===== config.mk =====
export PLATFORM = sky130hd
export DESIGN_NAME = gray_to_rgb_serializer_flat
export DESIGN_NICKNAME = d
export VERILOG_FILES = /design/src/rtl/gray_to_rgb_serializer_if.sv /design/src/rtl/gray_to_rgb_serializer.sv /design/src/flat_wrapper.sv
export SDC_FILE = /design/constraint.sdc
export NUM_CORES = 1
export LEC_CHECK = 0
export ABC_AREA = 0
export ABC_CLOCK_PERIOD_IN_PS = 1950
export BUFFER_PORTS_ARGS = -buffer_cell sky130_fd_sc_hd__buf_2
export CAP_MARGIN = 30
export CORE_MARGIN = 1.5
export CORE_UTILIZATION = 26
export DETAILED_ROUTE_END_ITERATION = 10
export GPL_TIMING_DRIVEN = 0
export PLACE_DENSITY = 0.51
export SYNTH_ARGS = -nofsm -noshare
export SYNTH_HDL_FRONTEND = slang
export SYNTH_SLANG_ARGS = --single-unit

===== constraint.sdc =====
create_clock -name I_CLK -period 1.95 [get_ports I_CLK]
set_clock_uncertainty 0.1 [all_clocks]
set_input_delay 0.195 -clock I_CLK [delete_from_list [all_inputs] [get_ports I_CLK]]
set_output_delay 0.195 -clock I_CLK [all_outputs]
set_load 0.005 [all_outputs]

===== src/rtl/gray_to_rgb_serializer_if.sv =====
// Pixel-in / byte-out handshake bundle for the grayscale-to-RGB serializer.
// The slave modport is the serializer's view; the master modport is the driving side.
interface gray_to_rgb_serializer_if #(
  parameter int P_SUBPIXEL_DEPTH = 8
);
  logic [P_SUBPIXEL_DEPTH-1:0] I_PIXEL;
  logic                        I_PIXEL_VALID;
  logic                        I_FRAME_START;
  logic                        O_PIXEL_READY;
  logic [P_SUBPIXEL_DEPTH-1:0] O_BYTE;
  logic [1:0]                  O_BYTE_CHANNEL;
  logic                        O_BYTE_VALID;
  logic                        I_BYTE_READY;
  logic                        O_FRAME_START;
  logic [15:0]                 O_PIXEL_COUNT;

  modport slave (
    input  I_PIXEL, I_PIXEL_VALID, I_FRAME_START, I_BYTE_READY,
    output O_PIXEL_READY, O_BYTE, O_BYTE_CHANNEL, O_BYTE_VALID, O_FRAME_START, O_PIXEL_COUNT
  );

  modport master (
    output I_PIXEL, I_PIXEL_VALID, I_FRAME_START, I_BYTE_READY,
    input  O_PIXEL_READY, O_BYTE, O_BYTE_CHANNEL, O_BYTE_VALID, O_FRAME_START, O_PIXEL_COUNT
  );
endinterface


===== src/rtl/gray_to_rgb_serializer.sv =====
// Expands each grayscale pixel into three identical channel bytes (R,G,B or B,G,R),
// with a one-entry skid buffer so a following pixel can stream in with no idle beat.
module gray_to_rgb_serializer #(
  parameter int P_SUBPIXEL_DEPTH = 8,
  parameter bit P_ORDER_BGR      = 1'b0
) (
  input logic                     I_CLK,
  input logic                     I_RESET,
  gray_to_rgb_serializer_if.slave bus
);

  localparam logic [1:0] ST_IDLE   = 2'd0;
  localparam logic [1:0] ST_SEND_0 = 2'd1;
  localparam logic [1:0] ST_SEND_1 = 2'd2;
  localparam logic [1:0] ST_SEND_2 = 2'd3;

  function automatic logic [1:0] channel_of(input logic [1:0] st);
    case (st)
      ST_SEND_0: channel_of = P_ORDER_BGR ? 2'd2 : 2'd0;
      ST_SEND_1: channel_of = 2'd1;
      ST_SEND_2: channel_of = P_ORDER_BGR ? 2'd0 : 2'd2;
      default:   channel_of = 2'd0;
    endcase
  endfunction

  logic [1:0]                  state_r;
  logic [P_SUBPIXEL_DEPTH-1:0] cur_pix_r;
  logic                        cur_fs_r;
  logic [P_SUBPIXEL_DEPTH-1:0] skid_pix_r;
  logic                        skid_fs_r;
  logic                        skid_full_r;
  logic [15:0]                 count_r;
  logic                        byte_valid_r;
  logic [1:0]                  byte_channel_r;
  logic                        frame_start_r;

  logic                        ready_s;
  logic                        accept_s;
  logic                        beat_s;
  logic [1:0]                  state_nxt_s;
  logic [P_SUBPIXEL_DEPTH-1:0] cur_pix_nxt_s;
  logic                        cur_fs_nxt_s;
  logic [P_SUBPIXEL_DEPTH-1:0] skid_pix_nxt_s;
  logic                        skid_fs_nxt_s;
  logic                        skid_full_nxt_s;
  logic [15:0]                 count_nxt_s;

  assign ready_s  = ~skid_full_r & ~I_RESET;
  assign accept_s = bus.I_PIXEL_VALID & ready_s;
  assign beat_s   = byte_valid_r & bus.I_BYTE_READY;

  // Next-state, storage and counter decode for one pixel beat sequence.
  always_comb begin
    state_nxt_s     = state_r;
    cur_pix_nxt_s   = cur_pix_r;
    cur_fs_nxt_s    = cur_fs_r;
    skid_pix_nxt_s  = skid_pix_r;
    skid_fs_nxt_s   = skid_fs_r;
    skid_full_nxt_s = skid_full_r;
    count_nxt_s     = count_r;
    case (state_r)
      ST_IDLE: begin
        if (accept_s) begin
          cur_pix_nxt_s = bus.I_PIXEL;
          cur_fs_nxt_s  = bus.I_FRAME_START;
          state_nxt_s   = ST_SEND_0;
        end else begin
          state_nxt_s   = ST_IDLE;
        end
      end
      ST_SEND_0, ST_SEND_1: begin
        if (beat_s) begin
          state_nxt_s = (state_r == ST_SEND_0) ? ST_SEND_1 : ST_SEND_2;
        end else begin
          state_nxt_s = state_r;
        end
        if (accept_s) begin
          skid_pix_nxt_s  = bus.I_PIXEL;
          skid_fs_nxt_s   = bus.I_FRAME_START;
          skid_full_nxt_s = 1'b1;
        end else begin
          skid_full_nxt_s = skid_full_r;
        end
      end
      ST_SEND_2: begin
        if (beat_s) begin
          // A frame-start pixel restarts the count at itself.
          count_nxt_s = cur_fs_r ? 16'd1 : (count_r + 16'd1);
          if (skid_full_r) begin
            cur_pix_nxt_s   = skid_pix_r;
            cur_fs_nxt_s    = skid_fs_r;
            skid_full_nxt_s = 1'b0;
            skid_fs_nxt_s   = 1'b0;
            state_nxt_s     = ST_SEND_0;
          end else if (accept_s) begin
            cur_pix_nxt_s   = bus.I_PIXEL;
            cur_fs_nxt_s    = bus.I_FRAME_START;
            state_nxt_s     = ST_SEND_0;
          end else begin
            state_nxt_s     = ST_IDLE;
          end
        end else if (accept_s) begin
          skid_pix_nxt_s  = bus.I_PIXEL;
          skid_fs_nxt_s   = bus.I_FRAME_START;
          skid_full_nxt_s = 1'b1;
        end else begin
          state_nxt_s     = ST_SEND_2;
        end
      end
      default: begin
        state_nxt_s = ST_IDLE;
      end
    endcase
  end

  // State, storage and registered output update; reset wins over any handshake.
  always_ff @(posedge I_CLK) begin
    if (I_RESET) begin
      state_r        <= ST_IDLE;
      cur_pix_r      <= {P_SUBPIXEL_DEPTH{1'b0}};
      cur_fs_r       <= 1'b0;
      skid_pix_r     <= {P_SUBPIXEL_DEPTH{1'b0}};
      skid_fs_r      <= 1'b0;
      skid_full_r    <= 1'b0;
      count_r        <= 16'd0;
      byte_valid_r   <= 1'b0;
      byte_channel_r <= 2'd0;
      frame_start_r  <= 1'b0;
    end else begin
      state_r        <= state_nxt_s;
      cur_pix_r      <= cur_pix_nxt_s;
      cur_fs_r       <= cur_fs_nxt_s;
      skid_pix_r     <= skid_pix_nxt_s;
      skid_fs_r      <= skid_fs_nxt_s;
      skid_full_r    <= skid_full_nxt_s;
      count_r        <= count_nxt_s;
      byte_valid_r   <= (state_nxt_s != ST_IDLE);
      byte_channel_r <= channel_of(state_nxt_s);
      frame_start_r  <= (state_nxt_s == ST_SEND_0) & cur_fs_nxt_s;
    end
  end

  assign bus.O_PIXEL_READY  = ready_s;
  assign bus.O_BYTE         = cur_pix_r;
  assign bus.O_BYTE_CHANNEL = byte_channel_r;
  assign bus.O_BYTE_VALID   = byte_valid_r;
  assign bus.O_FRAME_START  = frame_start_r;
  assign bus.O_PIXEL_COUNT  = count_r;

endmodule


===== src/flat_wrapper.sv =====
// flat-port wrapper written by rule: the top's interface ports become plain ports
module gray_to_rgb_serializer_flat 
#(
  parameter int P_SUBPIXEL_DEPTH = 8,
  parameter bit P_ORDER_BGR      = 1'b0
)
  (I_CLK, I_RESET, bus_I_PIXEL, bus_I_PIXEL_VALID, bus_I_FRAME_START, bus_I_BYTE_READY, bus_O_PIXEL_READY, bus_O_BYTE, bus_O_BYTE_CHANNEL, bus_O_BYTE_VALID, bus_O_FRAME_START, bus_O_PIXEL_COUNT);
  gray_to_rgb_serializer_if #(.P_SUBPIXEL_DEPTH(P_SUBPIXEL_DEPTH)) bus_i ();
  input logic I_CLK;
  input logic I_RESET;
  input wire logic [$bits(bus_i.I_PIXEL)-1:0] bus_I_PIXEL;
  input wire logic [$bits(bus_i.I_PIXEL_VALID)-1:0] bus_I_PIXEL_VALID;
  input wire logic [$bits(bus_i.I_FRAME_START)-1:0] bus_I_FRAME_START;
  input wire logic [$bits(bus_i.I_BYTE_READY)-1:0] bus_I_BYTE_READY;
  output wire logic [$bits(bus_i.O_PIXEL_READY)-1:0] bus_O_PIXEL_READY;
  output wire logic [$bits(bus_i.O_BYTE)-1:0] bus_O_BYTE;
  output wire logic [$bits(bus_i.O_BYTE_CHANNEL)-1:0] bus_O_BYTE_CHANNEL;
  output wire logic [$bits(bus_i.O_BYTE_VALID)-1:0] bus_O_BYTE_VALID;
  output wire logic [$bits(bus_i.O_FRAME_START)-1:0] bus_O_FRAME_START;
  output wire logic [$bits(bus_i.O_PIXEL_COUNT)-1:0] bus_O_PIXEL_COUNT;
  assign bus_i.I_PIXEL = bus_I_PIXEL;
  assign bus_i.I_PIXEL_VALID = bus_I_PIXEL_VALID;
  assign bus_i.I_FRAME_START = bus_I_FRAME_START;
  assign bus_i.I_BYTE_READY = bus_I_BYTE_READY;
  assign bus_O_PIXEL_READY = bus_i.O_PIXEL_READY;
  assign bus_O_BYTE = bus_i.O_BYTE;
  assign bus_O_BYTE_CHANNEL = bus_i.O_BYTE_CHANNEL;
  assign bus_O_BYTE_VALID = bus_i.O_BYTE_VALID;
  assign bus_O_FRAME_START = bus_i.O_FRAME_START;
  assign bus_O_PIXEL_COUNT = bus_i.O_PIXEL_COUNT;
  gray_to_rgb_serializer #(.P_SUBPIXEL_DEPTH(P_SUBPIXEL_DEPTH), .P_ORDER_BGR(P_ORDER_BGR)) u_core (.I_CLK(I_CLK), .I_RESET(I_RESET), .bus(bus_i));
endmodule

## Word-level counts from Yosys, hierarchy flattened

Index checks and enable logic that the tools add are counted.

| word-level totals | value |
|---|---|
| register bits | 41 |
| input port bits | 13 |
| logic and storage cells | 62 |

| operators by class | value |
|---|---|
| add/subtract/negate cells | 1 |
| equal/unequal tests | 9 |
| muxes and demuxes | 27 |
| bitwise logic cells | 6 |
| reduce and logical (&&, ||, !) cells | 9 |

Operator list:

| cell | count |
|---|---|
| 2-to-1 mux 8 bit | 5 |
| one-hot mux 8 bit (2 select lines) | 2 |
| adder 16 x 1 -> 16 bit, second input constant | 1 |
| 2-to-1 mux 16 bit | 1 |
| 2-to-1 mux 1 bit | 11 |
| equality test 2 bit, second input constant | 4 |
| AND reduction 2 bit | 4 |
| 2-to-1 mux 2 bit | 3 |
| one-hot mux 1 bit (2 select lines) | 3 |
| one-hot mux 2 bit (3 select lines) | 1 |
| nonzero test 2 bit | 3 |
| AND 1 bit | 4 |
| equality test 2 x 1 -> 1 bit, second input constant | 2 |
| one-hot mux 2 bit (2 select lines) | 1 |
| != test 3 x 2 -> 1 bit, second input constant | 1 |
| logical NOT 2 bit | 1 |
| != test 2 x 1 -> 1 bit, second input constant | 1 |
| != test 2 bit, second input constant | 1 |
| NOT 1 bit | 2 |
| OR reduction 2 bit | 1 |

## Longest topological paths before layout

Gate-level depths: netlist of the first run.

| logic depth | value |
|---|---|
| depth after elaboration | 9 |
| gate-level depth with buffers | 8 |
| depth with buffers taken out | 6 |

## Worst setup path after synthesis of the first run

OpenSTA, ideal clock, no wires.

| timing path | value |
|---|---|
| kind | reg-to-reg |
| start | register u_core.state_r[0] |
| end | register u_core.skid_pix_r[0] |
| setup time | 0.128 ns |
| data arrival time | 1.594 ns |
| slack | 0.128 ns |
| cell stages (with the launch flop) | 9 |
| buffers on the path | 3 |
| cell sequence | dfxtp_1 ha_1 buf_2 and3_1 clkbuf_1 or3_1 buf_6 mux2i_1 nor2_1 |

| on the way | value |
|---|---|
| longest elaborated chain between the ends | 4 |

RTL lines:

| element | line | RTL |
|---|---|---|
| from (decl) | gray_to_rgb_serializer.sv:26 | `logic [1:0] state_r;` |
| from (signal assigned) | gray_to_rgb_serializer.sv:130 | `state_r <= state_nxt_s;` |
| equality test 2 bit or equality test 2 x 1 -> 1 bit (tied branches) | gray_to_rgb_serializer.sv:61 | `case (state_r)` |
| OR reduction 2 bit | gray_to_rgb_serializer.sv:61 |  |
| nonzero test 2 bit (no source line) | n/a |  |
| AND reduction 2 bit (no source line) | n/a |  |
| to (signal assigned) | gray_to_rgb_serializer.sv:122 | `skid_pix_r <= {P_SUBPIXEL_DEPTH{1'b0}};` |
| to (signal assigned) | gray_to_rgb_serializer.sv:133 | `skid_pix_r <= skid_pix_nxt_s;` |
| to (decl) | gray_to_rgb_serializer.sv:29 | `logic [P_SUBPIXEL_DEPTH-1:0] skid_pix_r;` |

Parallel ways exist; a longest one is shown, timed or not.
A chain may end at the register's enable or synchronous reset.

## Final worst setup path of the first run

| timing path | value |
|---|---|
| start | register u_core.state_r[0] |
| end | register u_core.count_r[13], in the netlist u_core.bus.O_PIXEL_COUNT[13] |

| on the way | value |
|---|---|
| longest elaborated chain between the ends | 2 |

RTL lines:

| element | line | RTL |
|---|---|---|
| equality test 2 bit | gray_to_rgb_serializer.sv:61 |  |
| AND reduction 2 bit (no source line) | n/a |  |
| to (signal assigned) | gray_to_rgb_serializer.sv:136 | `count_r <= count_nxt_s;` |
| to (decl) | gray_to_rgb_serializer.sv:32 | `logic [15:0] count_r;` |

No other way between the ends.

==> impl_metrics.toml, run 1 <==
[final_layout]
stdcell_count = 377
area_delta_synth_final_pct = 24.7
diodes = 0
drive_above_1_share_pct = 25.2
final_area_mm2 = 0.00244
nets = 294

[pwr]
p_switching_uw = 484
clkPwrFrac_pct = 38.5
leakagePower_uw = 0.00111
switching_share_pct = 26.1
powerDensity_mw_per_mm2 = 757
internal-power_uw = 1370
totalPowerFinal_uw = 1850
ir_drop_mv = 0.286
power_frac_seq_pct = 48.2
p_comb_share_pct = 13.4

[timing]
drv_slew = 0
slew_headroom_pct = 67.0
fin_crit_ps = 1830
setup_viol = 0
fmax_mhz = 545
hold_viol_final = 0
min_period_over_period_pct = 94.1
worst_pin_slew_ps = 495
grt_setup_unrepaired = "true"

[setup_path]
r2r-start = "u_core.state_r[0]$_SDFF_PP0_"
reg2reg_slack_ps = 120
critical_path_class = "flip-flop to flip-flop"
critical_path_buf_inv_count = 2
r2r_end = "u_core.bus.O_PIXEL_COUNT[13]$_SDFFE_PP0P_"
end_kind = "flip-flop"
cp_slowest_cell = "dfxtp_2"
cp.required_ps = 2080
worstSetupStartpoint = "u_core.state_r[0]$_SDFF_PP0_"
crit_chain = "ha_1, buf_4, and4_1, buf_6, nand4_1, or3_1, a21oi_1"
critPathArrivalTime_ps = 1960
start_kind = "flip-flop"
worstPathMaxFanout = 10
r2r_cells = 7
cp_slowest_stage_delay_ps = 360
path_delay_family = "simple AND/OR/NAND/NOR gates"
crit_cells = 7

[min_path]
hold_depth = 3
min_path_type = "input port to flip-flop"
holdPathEnd = "u_core.skid_pix_r[0]$_SDFFE_PP0P_"
hp-start = "bus_I_PIXEL[0]"

[clocking]
htree_levels = 2
clk_path_buf_depth = 2
cts.clk_slew.worst_paths_ps = 90
cts_hold_buf = 0
worstSkewPairLatency_ps = 300
cts_tree = "done"
numClockSinks = 41
cts-root-buf = "clkbuf_8"
numCtsBuffers = 5

[synthesis]
synth-seq-area-share_pct = 41.9
synth_area_mm2 = 0.00196
yosysMostFrequentCell = "dfxtp_1"
synthFlopType = "dfxtp_1"
synth.ff_latch_count = 41
syn_nets = 246
yosys.area.top_type_share_pct = 41.9
yosysWarnings = 0
netlist_instances = 229
synth_cell_type_count = 42
synth_edf_count = 0
avgSynthCellArea_um2 = 8.56
synth_top_area_cell = "dfxtp_1"
synth_commonest_cells = "dfxtp_1, nor2_1, nand2_1"
synth_area_leaders = "dfxtp_1, nor2_1, mux2i_1"
async_flop_share_pct = 0

[placement]
placedCellCount = 367
place_area_mm2 = 0.00228
place_congestion = 0.729
hpwl_um = 3340
io_buffers = 39

[detailed_routing]
drc_errors = 0
drt_iter0_drc = 44
route.vias.total = 1752
finalWirelength_um = 4670
ant_nets = 0
wl_per_cell_um = 12.4
drtPass1Iterations = 4
vias_per_cell = 4.65

[global_route]
grt_max_degree = 15
grt_antenna_before_repair = 0
grt_pass1_vias = 1715
track_usage_pct = 12.1
grt_overflow_total = 0
grt_pass1_wl_um = 7940

[floorplanning]
ioPinCount = 42
die_h_um = 89.8
fp-row-count = 31
initial_core_util_pct = 27.0
die_w_um = 89.8
dieArea_mm2 = 0.00807
core_mm2 = 0.00725

[run]
drv_cap = 0

[outcome]
status = "finished, final reports clean"
logic make-up after synthesis:
group                    synth area share [%]
AO/OA/AOI/OAI                            12.8
XOR/XNOR                                 4.02
adder cells (fa/ha/maj)                  2.55
buffers and inverters                    6.13
flip-flops                               41.9
multiplexers                             4.60
AND/OR/NAND/NOR                          28.0
registers in the layout, indices dropped and copies added (netlist names):
signal and cells:
u_core.bus.O_PIXEL_COUNT 16, u_core.skid_full_r 1, u_core.skid_fs_r 1, u_core.bus.O_BYTE_VALID 1, u_core.cur_fs_r 1, u_core.bus.O_FRAME_START 1
u_core.state_r 2, u_core.skid_pix_r 8, u_core.bus.O_BYTE 8, u_core.bus.O_BYTE_CHANNEL 2
worst reg2reg max path: cells and delay by family, from the launching register on:
kind,cells,cell delay [ps]
simple gates,3,750
flops,1,360
buf+inv,2,280
fa+ha+maj,1,150
compound gates,1,140
cell type report:
type | count | area [µm²]
Buffer | 15 | 97.6
Clock buffer | 5 | 68.8
Clock inverter | 3 | 46.3
Fill cell | 792 | 4810
Inverter | 6 | 22.5
Multi-Input combinational cell | 165 | 1040
Sequential cell | 41 | 823
Tap cell | 99 | 124
Timing Repair Buffer | 43 | 225
placed cells by master (no fill, tap or decap), types with 4 or more instances in the layout:
master	n
or3_1	4
a21oi_1	9
nor2_1	37
buf_2	44
a311oi_1	8
nand4_1	6
nand3_1	14
nand2_1	17
inv_1	6
and3_1	5
xor2_1	8
mux2i_1	9
buf_6	4
clkbuf_8	5
a21o_1	4
dfxtp_1	39
buf_4	5
layer usage:
layer,up-vias,GRT usage (%),routed length [µm]
met5,-,0,0
met4,0,4.76,52
met3,4,3.47,150
met2,32,19.3,2160
met1,815,15.3,2310
li1,901,-,-
power by group through the flow:
| stage | registers [µW] | clock network [µW] | logic, µW |
|---|---|---|---|
| 2_1_floorplan | 910 | 0 | 160 |
| 3_3_place_gp | 911 | 0 | 235 |
| 3_5_place_dp | 911 | 0 | 236 |
| 4_1_cts | 892 | 732 | 244 |
| 5_1_grt | 896 | 778 | 279 |
| 6_report | 892 | 711 | 247 |
metrics by stage:
stage | utilization, % | setup slack [ps] | TNS, ps | hold WS [ps]
floorplan | - | 128 | 0 | 239
global placement | 31.4 | -202 | -2330 | 349
detailed placement | 31.4 | -204 | -2530 | 355
CTS | 33.3 | 17.8 | 0 | 35.1
global route | 33.7 | -2.36 | -2.36 | 49.9
finish | 33.7 | 116 | 0 | 43.0
how the worst max path moves through the flow:
stage          slack [ps]                                   endpoint
2_1_floorplan         130          u_core.skid_pix_r[0]$_SDFFE_PP0P_
3_3_place_gp         -200   u_core.bus.O_PIXEL_COUNT[2]$_SDFFE_PP0P_
3_5_place_dp         -200   u_core.bus.O_PIXEL_COUNT[2]$_SDFFE_PP0P_
4_1_cts                20  u_core.bus.O_PIXEL_COUNT[15]$_SDFFE_PP0P_
5_1_grt                -2          u_core.bus.O_BYTE[4]$_SDFFE_PP0P_
6_report              120  u_core.bus.O_PIXEL_COUNT[13]$_SDFFE_PP0P_
repair_timing:
item,4_1_cts,5_1_grt
buffers inserted,4,0
endpoints found under the setup margin,25,18
pin swaps,2,1
gates resized for setup,2,8
(Power assumes the default switching activity.)
==> run 2, diff against run 1 <==
- CORE_MARGIN: 1.5 -> 3
- CTS_BUF_LIST: not set -> sky130_fd_sc_hd__clkbuf_8
==> run 2 against run 1 <==
  * Final cell count is 0.80% higher
  * Global-route usage is 0.41 points lower
  * Power up 5.5%
  * Sequential share of layout area fell by 0.48 points
  * Wire length rose by 2.9%
==> impl_metrics.toml, run 2 (synthesized netlist as in run 1, its figures left out) <==
[placement]
pre_cts_ws_ps = -219
io_buffers = 39
place_congestion = 0.736
hpwl_um = 3350
place_area_mm2 = 0.00228

[setup_path]
cp.required_ps = 2080
worstPathMaxFanout = 10
start_kind = "flip-flop"
critical_path_class = "flip-flop to flip-flop"
crit_cells = 7
r2r_cells = 7
critPathArrivalTime_ps = 2000
end_kind = "flip-flop"
reg2reg_slack_ps = 90
path_delay_family = "simple AND/OR/NAND/NOR gates"
crit_chain = "ha_1, clkbuf_4, and4_1, buf_6, nand4_1, or3_1, a21oi_2"
critical_path_buf_inv_count = 2
worstSetupStartpoint = "u_core.state_r[0]$_SDFF_PP0_"
cp_slowest_cell = "dfxtp_4"
crit_path_end = "u_core.bus.O_PIXEL_COUNT[13]$_SDFFE_PP0P_"
cp_slowest_stage_delay_ps = 370
r2r-start = "u_core.state_r[0]$_SDFF_PP0_"
r2r_end = "u_core.bus.O_PIXEL_COUNT[13]$_SDFFE_PP0P_"

[pwr]
leakagePower_uw = 0.00113
powerDensity_mw_per_mm2 = 785
power_frac_seq_pct = 45.7
p_comb_share_pct = 12.6
internal-power_uw = 1490
ir_drop_mv = 0.282
switching_share_pct = 23.7
p_switching_uw = 462
clkPwrFrac_pct = 41.7

[detailed_routing]
drtPass1Iterations = 4
finalWirelength_um = 4810
drt_iter0_drc = 37
drc_errors = 0
vias_per_cell = 4.68
wl_per_cell_um = 12.7
route.vias.total = 1780
ant_nets = 0

[timing]
worst_pin_slew_ps = 527
min_period_over_period_pct = 95.6
setup_viol = 0
grt_setup_unrepaired = "true"
fin_crit_ps = 1860
hold_viol_final = 0
slew_headroom_pct = 64.9
fin_ws_ps = 85.4
fmax_mhz = 536
drv_slew = 0

[clocking]
cts_hold_buf = 0
numCtsBuffers = 5
cts-root-buf = "clkbuf_8"
cts_tree = "done"
clk_path_buf_depth = 2
cts.clk_slew.worst_paths_ps = 80
htree_levels = 2
worstSkewPairLatency_ps = 290
numClockSinks = 41

[final_layout]
largest_reg_flops = 16
regArea_um2 = 826
final_common_cell = "buf_2"
final_area_mm2 = 0.00249
final_cell_mix = "buf_2, dfxtp_1, nor2_1, nand2_1, nand3_1"
drive_above_1_share_pct = 26.0
nets = 297
num-fill-cells = 805
area_delta_synth_final_pct = 26.9
diodes = 0
multi_input_area_mm2 = 0.00103

[floorplanning]
die_h_um = 92.8
dieArea_mm2 = 0.00861
die_w_um = 92.8
initial_core_util_pct = 26.9
core_mm2 = 0.00729
ioPinCount = 42
fp-row-count = 31

[global_route]
grt_max_degree = 14
grt_pass1_wl_um = 8080
grt_pass1_vias = 1713
grt_overflow_total = 0
grt_antenna_before_repair = 0
track_usage_pct = 11.7

[outcome]
status = "finished, final reports clean"

[min_path]
min_path_type = "input port to flip-flop"

[run]
drv_cap = 0
-- run 2: cell types whose count changed in the layout (fill, tap and decap cells not counted), sizes merged --
cell / previous run / this run
clkbuf: 9 / 10
clkinvlp: 1 / 0
bufinv: 1 / 2
buf: 54 / 56
-- run 2: how the worst min path moves through the flow --
stage                                              endpoint  depth (start not counted)      startpoint
after floorplan           u_core.skid_pix_r[0]$_SDFFE_PP0P_                          2  bus_I_PIXEL[0]
after global placement    u_core.skid_pix_r[1]$_SDFFE_PP0P_                          3  bus_I_PIXEL[1]
after detailed placement  u_core.skid_pix_r[2]$_SDFFE_PP0P_                          3  bus_I_PIXEL[2]
after CTS                 u_core.skid_pix_r[2]$_SDFFE_PP0P_                          3  bus_I_PIXEL[2]
after global routing      u_core.skid_pix_r[2]$_SDFFE_PP0P_                          3  bus_I_PIXEL[2]
final                     u_core.skid_pix_r[2]$_SDFFE_PP0P_                          3  bus_I_PIXEL[2]
-- run 2: power groups by stage --
| stage | registers (µW) | logic, µW | clock network (µW) |
|---|---|---|---|
| 2_1_floorplan | 910 | 160 | 0 |
| 3_3_place_gp | 910 | 234 | 0 |
| 6_report | 892 | 247 | 814 |
| 5_1_grt | 898 | 276 | 876 |
| 3_5_place_dp | 911 | 236 | 0 |
| 4_1_cts | 891 | 247 | 837 |
-- run 2: through the flow --
stage | hold slack, ps | cells | total power, µW | utilization [%] | TNS, ps
2_1_floorplan | 239 | 229 | 1070 | - | 0
3_3_place_gp | 344 | 367 | 1140 | 31.2 | -2220
3_5_place_dp | 352 | 367 | 1150 | 31.2 | -2490
4_1_cts | 37.0 | 378 | 1980 | 33.5 | 0
5_1_grt | 60.8 | 380 | 2050 | 34.1 | -58.3
6_report | 42.8 | 380 | 1950 | 34.1 | 0
-- run 2: worst min-delay path, cell delays in order --
cell	delay, ps
buf_2	90
mux2i_1	60
nor2_1	70
-- run 2: timing repair --
action / in CTS / in global routing
pin swaps: 2 / 1
buffers inserted: 5 / 2
setup endpoints to repair: 28 / 24
gates resized for setup: 1 / 11
-- run 2: routing by layer --
layer | GRT usage, % | up-vias | routed length, µm
met5 | 0 | - | 0
met4 | 4.40 | 0 | 86
met3 | 3.17 | 10 | 246
met2 | 19.4 | 37 | 2200
met1 | 14.3 | 823 | 2270
li1 | - | 910 | -
-- run 2: area by class of cell --
cell class / instances / share of cell area [%]
clock inverter: 3 / 2.62
timing repair buffer: 46 / 9.96
clock buffer: 5 / 2.77
tap: 99 / 4.98
sequential: 41 / 33.2
inverter: 6 / 0.906
buffer: 15 / 3.93
multi-input combinational: 165 / 41.6
